==> config.mk <==
export PLATFORM = sky130hd
export DESIGN_NAME = segasys1_sndcmd_flat
export DESIGN_NICKNAME = d
export VERILOG_FILES = /design/src/rtl/segasys1_pkg.sv /design/src/rtl/segasys1_sndcmd_if.sv /design/src/rtl/segasys1_cmdfifo.sv /design/src/rtl/segasys1_sndcmd.sv /design/src/flat_wrapper.sv
export SDC_FILE = /design/constraint.sdc
export NUM_CORES = 1
export LEC_CHECK = 0
export BUFFER_PORTS_ARGS = -buffer_cell sky130_fd_sc_hd__buf_2
export CORE_UTILIZATION = 30
export DETAILED_ROUTE_END_ITERATION = 6
export SLEW_MARGIN = 10
export SYNTH_ARGS = -nofsm -noshare
export SYNTH_HDL_FRONTEND = slang
export SYNTH_SLANG_ARGS = --single-unit
==> constraint.sdc <==
create_clock -name CLK48M -period 1.9 [get_ports CLK48M]
set_input_delay 0.095 -clock CLK48M [delete_from_list [all_inputs] [get_ports CLK48M]]
set_output_delay 0.095 -clock CLK48M [all_outputs]
set_load 0.02 [all_outputs]
==> src/rtl/segasys1_pkg.sv <==
// rtl/segasys1_pkg.sv - shared constants and types for the segasys1 sound command path
// Contents:
//   SNDCMD_PORT  main-CPU I/O port decoded upstream into SNDRQ
//   CLK_HZ       default system clock rate
//   nmi_state_t  sound-CPU NMI sequencer states
package segasys1_pkg;

    localparam logic [4:0] SNDCMD_PORT = 5'h18;
    localparam int         CLK_HZ      = 48_000_000;

    typedef enum logic [1:0] {
        IDLE   = 2'd0,
        ASSERT = 2'd1,
        GAP    = 2'd2
    } nmi_state_t;

endpackage

==> src/rtl/segasys1_sndcmd_if.sv <==
// rtl/segasys1_sndcmd_if.sv - main-CPU / sound-CPU command bus bundle
// Signals:
//   SNDRQ, CPUDO  main-CPU write strobe and data (driven by master)
//   SNDRD         sound-CPU read strobe (driven by master)
//   SNDDO         command latch read data (driven by slave)
//   SNMI, SIRQ    sound-CPU interrupt requests (driven by slave)
//   CMDCNT        queue occupancy, CMDOVF sticky overflow (driven by slave)
interface segasys1_sndcmd_if #(
    parameter int DEPTH = 4
);
    logic                     SNDRQ;
    logic [7:0]               CPUDO;
    logic                     SNDRD;
    logic [7:0]               SNDDO;
    logic                     SNMI;
    logic                     SIRQ;
    logic [$clog2(DEPTH):0]   CMDCNT;
    logic                     CMDOVF;

    modport master (
        output SNDRQ, CPUDO, SNDRD,
        input  SNDDO, SNMI, SIRQ, CMDCNT, CMDOVF
    );

    modport slave (
        input  SNDRQ, CPUDO, SNDRD,
        output SNDDO, SNMI, SIRQ, CMDCNT, CMDOVF
    );
endinterface

==> src/rtl/segasys1_cmdfifo.sv <==
// rtl/segasys1_cmdfifo.sv - small command FIFO with registered head output
// Ports:
//   clk, rst_n     clock, asynchronous active-low reset
//   push, din      write request and data
//   pop            read request (ignored when empty)
//   full, empty    occupancy flags
//   count          number of stored entries
//   head           registered copy of the oldest entry; holds last value when empty
module segasys1_cmdfifo #(
    parameter int DEPTH = 4,
    parameter int WIDTH = 8
) (
    input  logic                     clk,
    input  logic                     rst_n,
    input  logic                     push,
    input  logic                     pop,
    input  logic [WIDTH-1:0]         din,
    output logic                     full,
    output logic                     empty,
    output logic [$clog2(DEPTH):0]   count,
    output logic [WIDTH-1:0]         head
);
    localparam int AW = $clog2(DEPTH);
    localparam int CW = AW + 1;

    logic [WIDTH-1:0] mem [DEPTH];
    logic [AW-1:0]    wptr;
    logic [AW-1:0]    rptr;
    logic             do_push;
    logic             do_pop;

    assign full  = (count == CW'(DEPTH));
    assign empty = (count == '0);

    // A pop in the same cycle frees the slot, so a push into a full queue is
    // still accepted; a pop on an empty queue is simply ignored.
    assign do_pop  = pop && !empty;
    assign do_push = push && (!full || pop);

    always_ff @(posedge clk) begin
        if (do_push) begin
            mem[wptr] <= din;
        end
    end

    always_ff @(posedge clk or negedge rst_n) begin
        if (!rst_n) begin
            wptr  <= '0;
            rptr  <= '0;
            count <= '0;
            head  <= '0;
        end else begin
            if (do_push) begin
                wptr <= wptr + AW'(1);
            end
            if (do_pop) begin
                rptr <= rptr + AW'(1);
            end
            case ({do_push, do_pop})
                2'b10:   count <= count + CW'(1);
                2'b01:   count <= count - CW'(1);
                default: count <= count;
            endcase
            // Head follows the read pointer one cycle after any change; a drained
            // queue keeps presenting the last command.
            if (!empty) begin
                head <= mem[rptr];
            end
        end
    end
endmodule

==> src/rtl/segasys1_sndcmd.sv <==
// rtl/segasys1_sndcmd.sv - sound command bridge: command queue, NMI sequencer, periodic IRQ
// Ports:
//   CLK48M   system clock
//   RESETn   asynchronous active-low reset
//   bus      segasys1_sndcmd_if slave: SNDRQ/CPUDO/SNDRD in, SNDDO/SNMI/SIRQ/CMDCNT/CMDOVF out
module segasys1_sndcmd
    import segasys1_pkg::*;
#(
    parameter int DEPTH   = 4,
    parameter int NMI_GAP = 16,
    parameter int IRQ_DIV = 200000,
    parameter int IRQ_LEN = 192
) (
    input  logic               CLK48M,
    input  logic               RESETn,
    segasys1_sndcmd_if.slave   bus
);
    localparam int GW = $clog2(NMI_GAP);
    localparam int IW = $clog2(IRQ_DIV);

    logic [1:0]            rq_sync;
    logic [1:0]            rd_sync;
    logic                  rq_prev;
    logic                  rd_prev;
    logic                  push;
    logic                  pop;
    logic                  full;
    logic                  empty;
    logic [$clog2(DEPTH):0] cmd_cnt;
    logic [7:0]            head;
    logic                  ovf;
    nmi_state_t            nmi_state;
    logic                  snmi;
    logic [GW-1:0]         gap_cnt;
    logic [IW-1:0]         irq_cnt;
    logic                  sirq;

    // Strobes are slow levels from the 3 MHz side; two flops for metastability,
    // a third for the rising-edge detect, so each level yields one pulse.
    always_ff @(posedge CLK48M or negedge RESETn) begin
        if (!RESETn) begin
            rq_sync <= '0;
            rd_sync <= '0;
            rq_prev <= 1'b0;
            rd_prev <= 1'b0;
        end else begin
            rq_sync <= {rq_sync[0], bus.SNDRQ};
            rd_sync <= {rd_sync[0], bus.SNDRD};
            rq_prev <= rq_sync[1];
            rd_prev <= rd_sync[1];
        end
    end

    assign push = rq_sync[1] && !rq_prev;
    assign pop  = rd_sync[1] && !rd_prev;

    segasys1_cmdfifo #(
        .DEPTH (DEPTH),
        .WIDTH (8)
    ) u_fifo (
        .clk   (CLK48M),
        .rst_n (RESETn),
        .push  (push),
        .pop   (pop),
        .din   (bus.CPUDO),
        .full  (full),
        .empty (empty),
        .count (cmd_cnt),
        .head  (head)
    );

    always_ff @(posedge CLK48M or negedge RESETn) begin
        if (!RESETn) begin
            ovf <= 1'b0;
        end else if (push && full && !pop) begin
            ovf <= 1'b1;
        end
    end

    // One NMI rising edge per queued command: held high until the sound CPU
    // reads, then forced low for NMI_GAP cycles so the next edge is seen.
    always_ff @(posedge CLK48M or negedge RESETn) begin
        if (!RESETn) begin
            nmi_state <= IDLE;
            snmi      <= 1'b0;
            gap_cnt   <= '0;
        end else begin
            case (nmi_state)
                IDLE: begin
                    if (!empty) begin
                        nmi_state <= ASSERT;
                        snmi      <= 1'b1;
                    end
                end
                ASSERT: begin
                    if (pop && !empty) begin
                        nmi_state <= GAP;
                        snmi      <= 1'b0;
                        gap_cnt   <= '0;
                    end
                end
                GAP: begin
                    if (gap_cnt == GW'(NMI_GAP - 1)) begin
                        if (!empty) begin
                            nmi_state <= ASSERT;
                            snmi      <= 1'b1;
                        end else begin
                            nmi_state <= IDLE;
                        end
                    end else begin
                        gap_cnt <= gap_cnt + GW'(1);
                    end
                end
                default: begin
                    nmi_state <= IDLE;
                    snmi      <= 1'b0;
                end
            endcase
        end
    end

    always_ff @(posedge CLK48M or negedge RESETn) begin
        if (!RESETn) begin
            irq_cnt <= '0;
            sirq    <= 1'b0;
        end else begin
            irq_cnt <= (irq_cnt == IW'(IRQ_DIV - 1)) ? '0 : irq_cnt + IW'(1);
            sirq    <= (irq_cnt < IW'(IRQ_LEN));
        end
    end

    assign bus.SNDDO  = head;
    assign bus.SNMI   = snmi;
    assign bus.SIRQ   = sirq;
    assign bus.CMDCNT = cmd_cnt;
    assign bus.CMDOVF = ovf;
endmodule

==> src/flat_wrapper.sv <==
// flat-port wrapper written by rule: the top's interface ports become plain ports
module segasys1_sndcmd_flat import segasys1_pkg::*;
#(
    parameter int DEPTH   = 4,
    parameter int NMI_GAP = 16,
    parameter int IRQ_DIV = 200000,
    parameter int IRQ_LEN = 192
)
  (CLK48M, RESETn, bus_SNDRQ, bus_CPUDO, bus_SNDRD, bus_SNDDO, bus_SNMI, bus_SIRQ, bus_CMDCNT, bus_CMDOVF);
  segasys1_sndcmd_if #(.DEPTH(DEPTH)) bus_i ();
  input  logic CLK48M;
  input  logic RESETn;
  input wire logic [$bits(bus_i.SNDRQ)-1:0] bus_SNDRQ;
  input wire logic [$bits(bus_i.CPUDO)-1:0] bus_CPUDO;
  input wire logic [$bits(bus_i.SNDRD)-1:0] bus_SNDRD;
  output wire logic [$bits(bus_i.SNDDO)-1:0] bus_SNDDO;
  output wire logic [$bits(bus_i.SNMI)-1:0] bus_SNMI;
  output wire logic [$bits(bus_i.SIRQ)-1:0] bus_SIRQ;
  output wire logic [$bits(bus_i.CMDCNT)-1:0] bus_CMDCNT;
  output wire logic [$bits(bus_i.CMDOVF)-1:0] bus_CMDOVF;
  assign bus_i.SNDRQ = bus_SNDRQ;
  assign bus_i.CPUDO = bus_CPUDO;
  assign bus_i.SNDRD = bus_SNDRD;
  assign bus_SNDDO = bus_i.SNDDO;
  assign bus_SNMI = bus_i.SNMI;
  assign bus_SIRQ = bus_i.SIRQ;
  assign bus_CMDCNT = bus_i.CMDCNT;
  assign bus_CMDOVF = bus_i.CMDOVF;
  segasys1_sndcmd #(.DEPTH(DEPTH), .NMI_GAP(NMI_GAP), .IRQ_DIV(IRQ_DIV), .IRQ_LEN(IRQ_LEN)) u_core (.CLK48M(CLK48M), .RESETn(RESETn), .bus(bus_i));
endmodule
# Word level (Yosys, flattened, before mapping)
# Memory sizes are Yosys's and may differ from the RTL's. A register that Yosys moved wholly into a read port is not among the register bits.
# Cells that the tools add are included.
[op_classes] addsub=6 mul=0 div_mod_pow=0 n_lt_le_gt_ge=1 eq_ne=11 n_shift=0 mux=16 bitwise_logic=0 reduce_logical=21
[ops] cell="$add 18x1->18 const B" count=1
[ops] cell="$eq 18x18->1 const B" count=1
[ops] cell="$lt 18x8->1 const B" count=1
[ops] cell="$mux 18" count=1
[ops] cell="$mux 4" count=2
[ops] cell="$pmux 4 s2" count=1
[ops] cell="$logic_not 1->1" count=7
[ops] cell="$logic_and 1x1->1" count=6
[ops] cell="$mux 1" count=6
[ops] cell="$mux 2" count=3
[ops] cell="$ne 2x2->1 const B" count=3
[ops] cell="$pmux 2 s3" count=1
[ops] cell="$pmux 3 s2" count=1
[ops] cell="$reduce_and 3->1" count=2
[ops] cell="$add 2x1->2 const B" count=2
[ops] cell="$add 4x1->4 const B" count=1
[ops] cell="$eq 2x1->1 const B" count=2
[ops] cell="$eq 2x2->1 const B" count=2
[ops] cell="$eq 4x4->1 const B" count=1
[ops] cell="$reduce_bool 2->1" count=2
[ops] cell="$add 3x1->3 const B" count=1
[ops] cell="$eq 3x3->1 const B" count=1
[ops] cell="$logic_not 3->1" count=1
[ops] cell="$pmux 1 s3" count=1
[ops] cell="5 further kinds" count=5
[word_totals] regBits=40 latchBits=0 ram_bits=32 romBits=0 input_bits=12 output_inout_bits=14 memories=1
[memory_table] name="u_core.u_fifo.mem" depth=4 width=8 rd=1 rd_clocked_by_memory_dff=1 write_ports=1 line="segasys1_cmdfifo.sv:26" rtl="logic [WIDTH-1:0] mem [DEPTH];"

# Depth between registers and ports, before layout
# Gate-level depths: netlist of run 1.
[logic_depth] ltp_word=6 depth_mapped=9 ltp_nobuf=9

# Cells and area by module
# Synthesis of run 1 repeated with hierarchy kept, for this count alone.
[unflattened] hier_cells=240 area_unflattened_um2=3314.4
[by_module_without_submodules] module="segasys1_cmdfifo" instances=1 cells_each=114 area_per_inst_um2=1893.1 seq_area_each_um2=1336.3
[by_module_without_submodules] module="segasys1_sndcmd" instances=1 cells_each=126 area_per_inst_um2=1421.4 seq_area_each_um2=825.8

# Worst setup path after synthesis of run 1
# Ideal clock, no wire load.
[synth_path] kind="register to register" from="register u_core.u_fifo.count[0]" to="register u_core.u_fifo.count[2]" setup_time_ps=134 arrival_ps=1865 setup_slack_ps=-99 path_stages_with_launch=10 path_buffers=0 period_less_slack_ps=1999 path_cell_list="dfrtp_1 > nor2_1 > a311oi_2 > inv_1 > ha_1 > inv_1 > fa_1 > xor2_1 > nor2_1 > xor2_1"
[synth_between] elab_chain_len=6 elab_cells_between_ends=13 classes_between="add/sub (2); eq/ne (3); mux (1); reduce/logical (7)"
[synth_rtl] item="start: declaration" line="segasys1_cmdfifo.sv:20" rtl="output logic [$clog2(DEPTH):0] count,"
[synth_rtl] item="start signal: assignment" line="segasys1_cmdfifo.sv:60" rtl="2'b10: count <= count + CW'(1);"
[synth_rtl] item="start signal: assignment" line="segasys1_cmdfifo.sv:61" rtl="2'b01: count <= count - CW'(1);"
[synth_rtl] item="start signal: assignment" line="segasys1_cmdfifo.sv:62" rtl="default: count <= count;"
[synth_rtl] item="$eq 3x3->1" line="segasys1_cmdfifo.sv:32" rtl="assign full = (count == CW'(DEPTH));"
[synth_rtl] item="$logic_not 1->1" line="segasys1_cmdfifo.sv:38" rtl="assign do_push = push && (!full || pop);"
[synth_rtl] item="$logic_or 1x1->1" line="segasys1_cmdfifo.sv:38"
[synth_rtl] item="$logic_and 1x1->1" line="segasys1_cmdfifo.sv:38"
[synth_rtl] item="$eq 2x1->1 / $eq 2x2->1 (equally long branches)" line="segasys1_cmdfifo.sv:59" rtl="case ({do_push, do_pop})"
[synth_rtl] item="$pmux 3 s2 / $reduce_bool 2->1 (equally long branches)"
# Several ways; a longest one is shown, not always the timed one.
# A chain may end at the register's enable or synchronous reset.

# Worst setup path in the final report of run 1
[layout_path] from="register u_core.u_fifo.count[0]" to="register u_core.u_fifo.count[2]"
[layout_between] elab_cells_between_ends=13 classes_between="add/sub (2); eq/ne (3); mux (1); reduce/logical (7)"
[layout_lines] item="$logic_not 3->1 *" line="segasys1_cmdfifo.sv:33" rtl="assign empty = (count == '0);"
[layout_lines] item="$logic_not 1->1 *"
[layout_lines] item="$logic_and 1x1->1 *" line="segasys1_cmdfifo.sv:37" rtl="assign do_pop = pop && !empty;"
[layout_lines] item="named net u_core.u_fifo.do_pop" line="segasys1_cmdfifo.sv:30" rtl="logic do_pop;"
[layout_lines] item="$eq 2x1->1 / $eq 2x2->1 (equally long branches)" line="segasys1_cmdfifo.sv:59"
[layout_lines] item="$pmux 3 s2 / $reduce_bool 2->1 (equally long branches)"
# The timed path passes the listed nets; every way through them passes the cells marked *.

==> results of run 1 <==
-- cells by family after synthesis --
group,share of synthesized area (%)
AO/OA/AOI/OAI,3.43
XOR/XNOR,5.34
adder cells (fa/ha/maj),3.28
buffers and inverters,1.45
flip-flops,65.9
multiplexers,8.54
AND/OR/NAND/NOR,12.1
-- worst min-delay path by stage --
| stage | endpoint | slack, ps | cells past startpoint |
|---|---|---|---|
| after floorplan | u_core.bus.CMDOVF | -200 | 0 |
| after global placement | u_core.rd_sync[0] | 200 | 1 |
| after detailed placement | u_core.rd_sync[0] | 200 | 1 |
| after CTS | u_core.rq_sync[1] | 350 | 0 |
| after global routing | u_core.rq_sync[1] | 360 | 0 |
| final | u_core.rd_sync[1] | 350 | 0 |
-- cells in the final DEF, fill, tap and decap left out, types with 9 or more instances in the layout --
| cell | n |
|---|---|
| xnor2_1 | 10 |
| nand2_1 | 17 |
| buf_4 | 12 |
| o21ai_0 | 9 |
| edfxtp_1 | 32 |
| dfrtp_1 | 45 |
| dlygate4sd3_1 | 11 |
| clkbuf_8 | 9 |
| buf_2 | 25 |
| nor2_1 | 10 |
| xor2_1 | 10 |
-- where the power goes --
group	internal, mW	switching (mW)
Sequential	2.11	0.207
Clock	0.747	0.600
Combinational	0.678	0.685
-- per-stage QoR --
stage	TNS, ps	hold WS, ps	util, %	cell area (um2)
floorplan	0	-201	-	3310
global placement	0	204	35.6	3720
detailed placement	0	204	35.6	3720
CTS	0	354	38.7	4050
global route	-59.2	364	38.8	4060
finish	0	352	38.8	4060
-- layout make-up --
cell class | instances | share of cell area [%]
multi-input cells | 135 | 27.4
flip-flops and latches | 80 | 53.3
clock buffers | 10 | 3.14
clock inverters | 6 | 2.28
inverters | 8 | 0.739
well taps | 136 | 4.19
repair buffers | 50 | 8.99
-- critical path, stage by stage (launching register included) --
cell and delay [ps]:
dfrtp_2 430, or3_4 390, and2_4 170, ha_4 160, inv_1 60, fa_1 170
xor2_1 140, nor2_1 60, xor2_1 130
-- layer usage --
metal / wire [um] / vias to the layer above / GRT usage (%) / part of all wire [%]
li1: - / 936 / - / -
met5: 0 / - / 0 / 0
met2: 2470 / 23 / 16.0 / 46
met3: 147 / 4 / 2.49 / 2.7
met4: 64 / 0 / 3.82 / 1.2
met1: 2690 / 944 / 14.7 / 50
-- what timing repair did --
action | CTS | global route
buffers inserted | 0 | 0
resized for setup | 0 | 3
hold endpoints to repair | 82 | 0
hold buffers | 11 | 0
setup endpoints to repair | 0 | 2
-- sequential cells by signal, indices dropped and copies added, names as in the netlist, 2 cells and up --
name / flops
u_core.u_fifo.mem: 32
u_core.u_fifo.rptr: 2
u_core.gap_cnt: 4
u_core.u_fifo.head: 8
u_core.rq_sync: 2
u_core.u_fifo.count: 3
u_core.rd_sync: 2
u_core.nmi_state: 2
u_core.irq_cnt: 18
u_core.u_fifo.wptr: 2
==> summary.txt, run 1 <==
Routing
  – Final WL: between 5000 and 6000 um
  – Antenna Nets Post-Route: 0
  – DRC viols: 0
  – Routed len/inst: between 10 and 15 um
  – Starting DRT DRC Count: 85
  – Vias per inst: ~4.5
  – Initial DRT Pass Iterations: 4
  – Via count: 1,907

Hold path
  – Hold Path Origin: u_core.rd_sync[0]
  – Worst hold path class: reg2reg

Outcome
  – Status: complete, no violations

CTS
  – CTS buffer count: 9
  – CTS tree: yes
  – Clk_lat worst skew: 340 ps
  – H-tree levels: 3
  – Clock sink count: 80
  – CTS root buffer: clkbuf_8
  – Clk pin slew, worst setup/hold paths: 80 ps
  – Deepest clock path buffer count: 2

Timing
  – Fin worst setup slack: 78.1 ps
  – Final Cycle Share: 95.9%
  – Max transition margin: 59.4%
  – RSZ-0062 raised after global routing: yes
  – Final setup fails: 0
  – Final number of max-transition violations: 0
  – Slew at the pin closest to its max-slew limit: 609 ps
  – Final Hold Vio Count: 0
  – F_max: 549 MHz
  – Final critical-path required period: 1820 ps
  – Clock Skew: ~9 ps

Setup path
  – Reg2Reg Capture Point: u_core.u_fifo.count[2]
  – R2r setup slk: 80 ps
  – CP Data Arrival Time: 2040 ps
  – Setup crit end kind: flip-flop
  – Crit path max fanout: 3
  – Critical path launch point type: flip-flop
  – CP endpoint: u_core.u_fifo.count[2]
  – CP required: 2120 ps
  – Reg-to-Reg Start: u_core.u_fifo.count[0]
  – Launch point of the critical path: u_core.u_fifo.count[0]
  – Worst Reg2Reg Path Length in Cells: 8
  – CP Class: reg2reg

GRT
  – Vias in the first global route: between 1,500 and 2,000
  – Overall Global Routing Usage: 10.5%
  – Global route total overflow: 0
  – First-pass GRT wire length: 9250 um
  – Largest net degree at the start of global routing: 49
  – Initial antenna violation count: 0

Layout
  – Share of layout cells above drive strength 1: 29.8%
  – Area delta synth->final: 23.9%
  – Register area: ~2200 um2
  – Nets: ~300
  – ANT cells: 0
  – Fill cell count: 1,040
  – Post-Layout Cell Count: 425
  – Multi-input logic area: 1110 um2

Synth
  – Post-synth cell types: 38
  – Asr flop ratio synth: roughly 60%
  – FF+latch count, synth: 80
  – Synth top area share: 36.6%
  – Ys Warns: 0
  – EDFF count, synth: 32
  – Syn_area_per_cell: about 14 um2
  – Register area share after synthesis: about 66%
  – Post-Syn Nets: about 250
  – Most frequent cells after synthesis: 48 x dfrtp_1, 32 x edfxtp_1, 17 x nand2_1
  – Synth Instances: 227
  – Count leader, synth: dfrtp_1
  – Top cells by area, synth: dfrtp_1 37%, edfxtp_1 29%, mux4_2 5.5%
  – Mapped cell area: roughly 3300 um2
  – Synth Flop Type: dfrtp_1
  – Synth area leader: dfrtp_1

Floorplanning
  – Die Span Y: 107 um
  – Die Area: between 10,000 and 15,000 um2
  – Core region area: 10,500 um2
  – Initial Util: between 30% and 40%
  – I/O Pins: 26
  – Die width: 107 um
  – Std-Cell Rows: 37

Pwr
  – Worst vdd ir: 600 uV
  – PwrDens: approximately 1200 nW/um2
  – Leakage: 1.65 nW
  – Total power: 5.03 mW

Placed design
  – Placed Cells: 398
  – GPL Wtd Cong: 0.728
  – PortBufs: 25
  – HPWL after detailed placement: 3690 um
  – Pre-CTS setup slack: 55.3 ps

Flow run
  – Max_cap viols: 0
Note: power is estimated with default switching activity, not from simulation.
==> run 2, diff against run 1 <==
- BUFFER_PORTS_ARGS: -buffer_cell sky130_fd_sc_hd__buf_2 -> -buffer_cell sky130_fd_sc_hd__buf_4
- CAP_MARGIN: not set -> 20
- REMOVE_ABC_BUFFERS: not set -> 1
==> run 2 against run 1 <==
- wire length rose by 7.6%
- clock power fell by 9.6%
- sequential cell count did not move
- clock skew fell by 2.6 ps
- sequential share of layout area fell by 0.98 points
- critical path type unchanged
- critical endpoint unchanged
- largest power group unchanged
==> summary.txt, run 2 (synthesized netlist as in run 1, its figures left out) <==
Layout
  – Cell area after layout: 4130 um2 (+1.7%)
  – Layout Utilization: 39.5% (+0.66 points)
  – Most flops, register: u_core.u_fifo.mem
  – Post-Layout Cell Count: 427 (+0.47%)
  – Commonest non-fill, non-tap cell in the layout: dfrtp_1
  – Fill cell count: 1,013 (-2.6%)
  – Area delta synth->final: 26.0%
  – Max reg flops: 32 (unchanged)
  – Multi-input logic area: 1110 um2 (-0.56%)
  – Nets: 306 (+0.66%)
  – ANT cells: 0 (unchanged)
  – Most frequent cells in the layout: 48 x dfrtp_1, 37 x buf_4, 32 x edfxtp_1
  – Regs by FF count: u_core.u_fifo.mem x32, u_core.irq_cnt x18, u_core.u_fifo.head x8
  – Share of layout cells above drive strength 1: 29.2% (-0.55 points)
  – Register area: 2160 um2 (-0.17%)

Floorplanning
  – Die Area: 11,400 um2 (unchanged)
  – I/O Pins: 26 (unchanged)
  – Die Span Y: 107 um (unchanged)
  – Core region area: 10,500 um2 (unchanged)
  – Die width: 107 um (unchanged)
  – Initial Util: 31.4% (unchanged)
  – Std-Cell Rows: 37 (unchanged)

Timing
  – Sum Neg Setup Slack: 0 ps (unchanged)
  – Final critical-path required period: 1830 ps (+8.99 ps)
  – Clock Skew: 6.51 ps (-2.55 ps)
  – Final Hold Vio Count: 0 (unchanged)
  – Final number of max-transition violations: 0 (unchanged)
  – Final setup fails: 0 (unchanged)
  – Final Cycle Share: 96.4% (+0.47 points)
  – Max transition margin: 59.1% (-0.35 points)
  – Fin worst setup slack: 69.2 ps (-8.99 ps)
  – Slew at the pin closest to its max-slew limit: 614 ps (+5.29 ps)
  – Min Hold Slack: 300 ps (-52.0 ps)
  – F_max: 546 MHz (-0.49%)

Placed design
  – HPWL after detailed placement: 3730 um (+1.3%)
  – Pre-CTS setup slack: 19.3 ps (-36.0 ps)
  – GPL Wtd Cong: 0.719 (-1.2%)
  – Placed Cells: 397 (-0.25%)
  – Placed Instance Area: 3770 um2 (+1.3%)
  – PortBufs: 25 (unchanged)

Setup path
  – Setup crit end kind: flip-flop
  – Worst Reg2Reg Path Length in Cells: 9 (+1)
  – Reg2Reg Capture Point: u_core.u_fifo.count[2]
  – R2r setup slk: 70 ps (about the same)
  – CP required: 2180 ps (+60 ps)
  – CP Cell Sequence: buf_4 -> nor2b_4 -> and2_4 -> ha_4 -> inv_2 -> fa_2 -> xor2_1 -> nor2_1 -> xor2_1
  – Crit path depth: 9 (+1)
  – Launch point of the critical path: u_core.rd_prev
  – Most used cell, CP: xor2_1
  – CP bufs+invs: 2 (+1)
  – Critical path's top delay family: adder cells
  – Crit path max fanout: 2 (-1)
  – CP max-delay cell: dfrtp_1
  – CP Data Arrival Time: 2110 ps (+70 ps)
  – Reg-to-Reg Start: u_core.rd_prev
  – CP Class: reg2reg
  – Critical path launch point type: flip-flop
  – Worst path max stage delay: 400 ps (-30 ps)

GRT
  – First-pass GRT wire length: 9660 um (+4.4%)
  – Largest net degree at the start of global routing: 49 (unchanged)
  – Global route total overflow: 0 (unchanged)
  – Vias in the first global route: 1,965 (+2.0%)
  – Overall Global Routing Usage: 11.5% (+0.98 points)
  – Initial antenna violation count: 0 (unchanged)

CTS
  – CTS root buffer: clkbuf_8
  – Clk_lat worst skew: 350 ps (about the same)
  – CTS tree: yes
  – H-tree levels: 3 (unchanged)
  – Clk pin slew, worst setup/hold paths: 80 ps (about the same)
  – Deepest clock path buffer count: 2 (unchanged)
  – CTS buffer count: 9 (unchanged)
  – Clock sink count: 80 (unchanged)

Routing
  – Starting DRT DRC Count: 70 (-18%)
  – Via count: 1,908 (+0.052%)
  – Routed len/inst: 13.5 um (+7.1%)
  – Antenna Nets Post-Route: 0 (unchanged)
  – Vias per inst: 4.47 (-0.42%)
  – DRC viols: 0 (unchanged)
  – Initial DRT Pass Iterations: 4 (unchanged)
  – Final WL: 5780 um (+7.6%)

Pwr
  – Leakage: 1.69 nW (+2.5%)
  – Total power: 5.05 mW (+0.51%)
  – PwrDens: 1220 nW/um2 (-1.2%)
  – Worst vdd ir: 492 uV (-18%)

Flow run
  – Max_cap viols: 0 (unchanged)

Hold path
  – Worst hold path class: in2async

Outcome
  – Status: complete, no violations
-- run 2: layer usage --
layer	GRT usage, %	vias to the layer above	part of all wire [%]	wire length, um
met2	18.2	25	50	2910
met5	0	-	0	0
met1	14.1	940	45	2600
met3	3.28	9	2.7	158
met4	6.46	0	2.0	117
li1	-	934	-	-
-- run 2: worst max path at each step --
stage / to / slack [ps]
6_report: u_core.u_fifo.count[2] / 70
5_1_grt: u_core.u_fifo.count[2] / -20
4_1_cts: u_core.u_fifo.count[2] / 3
3_5_place_dp: u_core.u_fifo.count[2] / 20
3_3_place_gp: u_core.u_fifo.count[2] / 80
2_1_floorplan: u_core.u_fifo.count[2] / -250
-- run 2: worst register-to-register path: stages (launching register included) --
cell and delay [ps]:
dfrtp_1 400, buf_4 140, nor2b_4 120, and2_4 170, ha_4 150, inv_2 40, fa_2 330, xor2_1 140
nor2_1 130, xor2_1 140
-- run 2: timing repair --
| action | 4_1_cts | 5_1_grt |
|---|---|---|
| hold endpoints to repair | 82 | 0 |
| hold buffers | 11 | 0 |
| resized for setup | 0 | 9 |
| buffers inserted | 0 | 3 |
| endpoints found under the setup margin | 0 | 2 |
-- run 2: layout make-up --
type,count,area share (%)
clock buffers,10,3.33
flip-flops and latches,80,52.3
multi-input cells,135,26.8
clock inverters,6,1.42
well taps,136,4.12
inverters,8,0.727
repair buffers,52,11.3
-- run 2: power by group --
| group | total (mW) | internal, mW | switching, mW |
|---|---|---|---|
| logic | 1.52 | 0.811 | 0.704 |
| registers | 2.31 | 2.11 | 0.208 |
| clock network | 1.22 | 0.633 | 0.591 |
